--- src/rtl/sync_fifo_mem.sv ---
// Directly addressed word memory with a FIFO-style occupancy counter.
// Reads are registered, non-destructive and read-before-write. Writes are dropped while full.
`timescale 1ns/1ps
module sync_fifo_mem #(
    parameter int DATA_WIDTH = 32,
    parameter int ADDR_WIDTH = 6,
    parameter int DEPTH      = 64
) (
    input  logic                  clk,
    input  logic                  rst,
    input  logic                  wr_cs,
    input  logic                  wr_en,
    input  logic [ADDR_WIDTH-1:0] address_to_write,
    input  logic [DATA_WIDTH-1:0] data_in,
    input  logic                  rd_cs,
    input  logic                  rd_en,
    input  logic [ADDR_WIDTH-1:0] address_to_read,
    output logic [DATA_WIDTH-1:0] data_out,
    output logic                  empty,
    output logic                  full
);
    localparam int CW = ADDR_WIDTH + 1;
    localparam logic [CW-1:0] DEPTH_CNT = CW'(DEPTH);

    logic [DATA_WIDTH-1:0] mem_reg [DEPTH];
    logic [DATA_WIDTH-1:0] data_out_reg;
    logic [CW-1:0]         count_reg, count_next;
    logic                  empty_reg, full_reg;
    logic                  wr_accept, rd_req, rd_count;
    logic [ADDR_WIDTH-1:0] wr_idx, rd_idx;

    // Folding keeps every access inside the array even when DEPTH < 2**ADDR_WIDTH.
    assign wr_idx = ADDR_WIDTH'(32'(address_to_write) % DEPTH);
    assign rd_idx = ADDR_WIDTH'(32'(address_to_read) % DEPTH);

    assign wr_accept = wr_cs & wr_en & ~full_reg;
    assign rd_req    = rd_cs & rd_en;
    assign rd_count  = rd_req & (count_reg != '0);

    always_comb begin
        count_next = count_reg;
        if (wr_accept && !rd_count)
            count_next = count_reg + CW'(1);
        else if (rd_count && !wr_accept)
            count_next = count_reg - CW'(1);
    end

    // Whole-array clear on reset rules out a block-RAM mapping; storage is flops.
    always_ff @(posedge clk or negedge rst) begin
        if (!rst) begin
            for (int i = 0; i < DEPTH; i++)
                mem_reg[i] <= '0;
        end else if (wr_accept) begin
            mem_reg[wr_idx] <= data_in;
        end
    end

    always_ff @(posedge clk or negedge rst) begin
        if (!rst) begin
            data_out_reg <= '0;
            count_reg    <= '0;
            empty_reg    <= 1'b1;
            full_reg     <= 1'b0;
        end else begin
            if (rd_req)
                data_out_reg <= mem_reg[rd_idx];
            count_reg <= count_next;
            empty_reg <= (count_next == '0);
            full_reg  <= (count_next == DEPTH_CNT);
        end
    end

    assign data_out = data_out_reg;
    assign empty    = empty_reg;
    assign full     = full_reg;

endmodule

--- config.mk ---
export PLATFORM = sky130hd
export DESIGN_NAME = sync_fifo_mem
export DESIGN_NICKNAME = d
export VERILOG_FILES = /design/src/rtl/sync_fifo_mem.sv
export SDC_FILE = /design/constraint.sdc
export NUM_CORES = 2
export LEC_CHECK = 0
export CORE_UTILIZATION = 25
export DETAILED_ROUTE_END_ITERATION = 7
export SLEW_MARGIN = 20
export SYNTH_ARGS = -nofsm -noshare
export SYNTH_HDL_FRONTEND = slang
export SYNTH_SLANG_ARGS = --single-unit
--- constraint.sdc ---
create_clock -name clk -period 3.4 [get_ports clk]
set_input_delay 0.51 -clock clk [delete_from_list [all_inputs] [get_ports clk]]
set_output_delay 0.51 -clock clk [all_outputs]
set_load 0.05 [all_outputs]
==> run_results.csv <==
group,metric,value,unit
die,die_area,0.3788,mm²
placement,placed_cell_area,0.1026,mm²
synthesis,avgSynthCellArea,15.31,µm²
sta,fmaxAchievable,331.8,MHz
critical_path,cp_slowest_cell,"clkdlybuf4s50_1",
drt,vias,54460,
sta,relSlewSlack,27.22,%
power_and_ir_drop,p_per_area,540.2,mW/mm²
cells_and_area,stdcell_area,0.1102,mm²
synthesis,ys_ff_latch,2089,
sta,setup_viol,0,
critical_path,path_cells,"clkdlybuf4s50_1",
power_and_ir_drop,switching_share,24.36,%
die,dieHeight,615.5,µm
cells_and_area,final_core_util,29.51,%
cells_and_area,largest_register_ffs,2048,
sta,rsz0062_at_grt,"false",
sta,finalSetupTns,0,ps
cells_and_area,final_common_cell,"dfrtp_1",
placement,dp_hpwl,166300,µm
synthesis,async_reset_ff_share,100.0,%
min_path,min_path_type,"in -> async",
drt,dr.pass1.iters,5,
cells_and_area,n_fill_cell,36920,
synthesis,synth_nets,6200,
drt,routedWlPerCell,23.86,µm
cells_and_area,layout.area.seq,0.05228,mm²
grt,antenna_found_initial,20,
synthesis,synth_area,0.09409,mm²
cells_and_area,area_delta_synth_final,17.08,%
drt,drtIter0Drc,3433,
critical_path,cpPeakStageDelay,950,ps
critical_path,required,2890,ps
grt,grt_pass1_wl,404000,µm
placement,port_buffers,83,
clock_tree,cts_tree,"done",
clock_tree,cts_max_level,4,
drt,ant_nets,0,
critical_path,cp-start-kind,"flop",
critical_path,path_delay_family,"buffers and inverters",
power_and_ir_drop,p_switching,0.01449,W
clock_tree,cts_root_buf,"clkbuf_16",
drt,drc,0,
die,ioPinCount,84,
critical_path,path_class,"reg -> out",
drt,drt-total-wl,269300,µm
critical_path,cp_num_buf_inv,1,
cells_and_area,fin_nets,6193,
synthesis,ys_seq_area_share,55.56,%
grt,grt_max_degree,153,
sta,fin_worst_skew,55.03,ps
sta,hold_violations,0,
critical_path,arrival,2500,ps
critical_path,end_kind,"output port",
grt,track_usage,14.08,%
synthesis,synth_cells,6147,
synthesis,yosysWarnings,0,
clock_tree,clock_latency,900,ps
power_and_ir_drop,power.share.clock,41.6,%
grt,grt_overflow,0,
cells_and_area,final_cell_mix,"dfrtp_1 (2088), mux2_2 (2049), mux4_2 (384)",
placement,place.gp.congestion,0.7949,
critical_path,crit_fanout,2,
cells_and_area,drive_above_1_share,50.91,%
die,rows,224,
clock_tree,postCtsResizedCells,0,
power_and_ir_drop,intPower,0.04501,W
synthesis,synth_ff_type,"dfrtp_1",
clock_tree,cts_made_buffers,226,
sta,timing.hold.ws,174.9,ps
cells_and_area,multi_input_area,0.03953,mm²
sta,fin_ws,386.3,ps
die,start_util,25.20,%
sta,timing.final.crit_share,88.64,%
clock_tree,clk_pin_slew_worst_paths,60,ps
die,die_x,615.5,µm
grt,first_global_vias,59220,
sta,finalCriticalPeriod,3014,ps
clock_tree,cts_sinks,2089,
die,core,0.3733,mm²
synthesis,synth-edff-count,0,
sta,tightest_slew,1092,ps
synthesis,synth_cell_types,53,
power_and_ir_drop,vdd_drop_max,0.3797,mV
power_and_ir_drop,power.leakage,51.15,nW
run_status,outcome,"completed",
drt,viasPerCell,4.825,
placement,pre_cts_ws,249.8,ps
power_and_ir_drop,seq_power_share,47.5,%
clock_tree,clockBufferDepth,4,
run,max_cap_viol_count,0,
power_and_ir_drop,comb_power_share,10.9,%
sta,maxSlewViolCount,0,
final cells by class:
cell class                      instances  area share [%]
Inverter                                6         0.02045
Tap cell                             4972           5.648
Antenna cell                            5         0.01136
Clock inverter                         57          0.7179
Multi-Input combinational cell       3423           35.89
Clock buffer                          342           6.059
Sequential cell                      2089           47.46
Timing Repair Buffer                  394           4.199
synthesized netlist by cell type (all sizes together), types with 5 or more instances:
library cell	number	area [µm²]
a211oi	32	240.2
a22oi	224	1682
and3b	5	43.79
buf	337	1545
clkbuf	292	1096
dfrtp	2088	52250
inv	6	22.52
mux2	2049	23070
mux2i	321	3213
mux4	384	8648
nand2	102	382.9
nand3	102	510.5
nand3b	6	48.80
nand4	35	219.0
nor2	39	148.9
nor3b	5	37.54
o22ai	64	400.4
or3b	5	43.79
path summary, 6_finish.rpt:
path	start	to	slack (ps)	cells past startpoint
worst max-delay path	data_out[14]	data_out[14]	390	1
worst max register to register	full	mem_reg[947]	770	7
max in group asynchronous	rst	mem_reg[1394]	1840	4
worst min register to register	mem_reg[1258]	mem_reg[1258]	500	1
worst min-delay path	rst	mem_reg[1763]	170	2
min in group clk	data_in[8]	mem_reg[232]	230	2
metal layers:
metal  share of wire [%]  GRT usage, %  vias up
li1                    -             -    22820
met1                  42         17.85    29950
met2                  49         23.82     1194
met3                 4.6         2.256      482
met4                 4.2         5.849       14
met5               0.033             0        -
metrics by stage:
step,instances,total power (W)
6_report,11290,0.05951
5_1_grt,11290,0.06189
4_1_cts,11280,0.06019
3_5_place_dp,10880,0.03530
3_3_place_gp,10880,0.03485
2_1_floorplan,6147,0.03268
worst register-to-register path, cell delays in order (launching register included):
cell and delay, ps:
dfrtp_1 380, nand3b_2 500, buf_4 330, nor4b_4 260, buf_4 220, nand2_2 70, buf_4 360, mux2_2 390
power by group through the flow:
stage | clock (W) | sequential (W) | combinational, W
after CTS | 0.0253 | 0.0283 | 0.00656
after global placement | 0 | 0.0285 | 0.00631
final | 0.0247 | 0.0283 | 0.00647
after floorplan | 0 | 0.0284 | 0.00427
after detailed placement | 0 | 0.0287 | 0.00655
after global routing | 0.0263 | 0.0286 | 0.00700
logic make-up after synthesis:
family / synth area share [%]
buf+inv: 2.831
flops: 55.56
fa+ha+maj: 0.06118
mux: 37.13
compound gates: 2.557
simple gates: 1.801
xor+xnor: 0.05585
what timing repair did:
| action | 4_1_cts | 5_1_grt |
|---|---|---|
| setup buffers | 0 | 0 |
| endpoints found under the hold margin | 419 | 0 |
| endpoints found under the setup margin | 0 | 0 |
| hold buffers | 1 | 0 |
No activity file was read; power rests on OpenSTA's default activity.
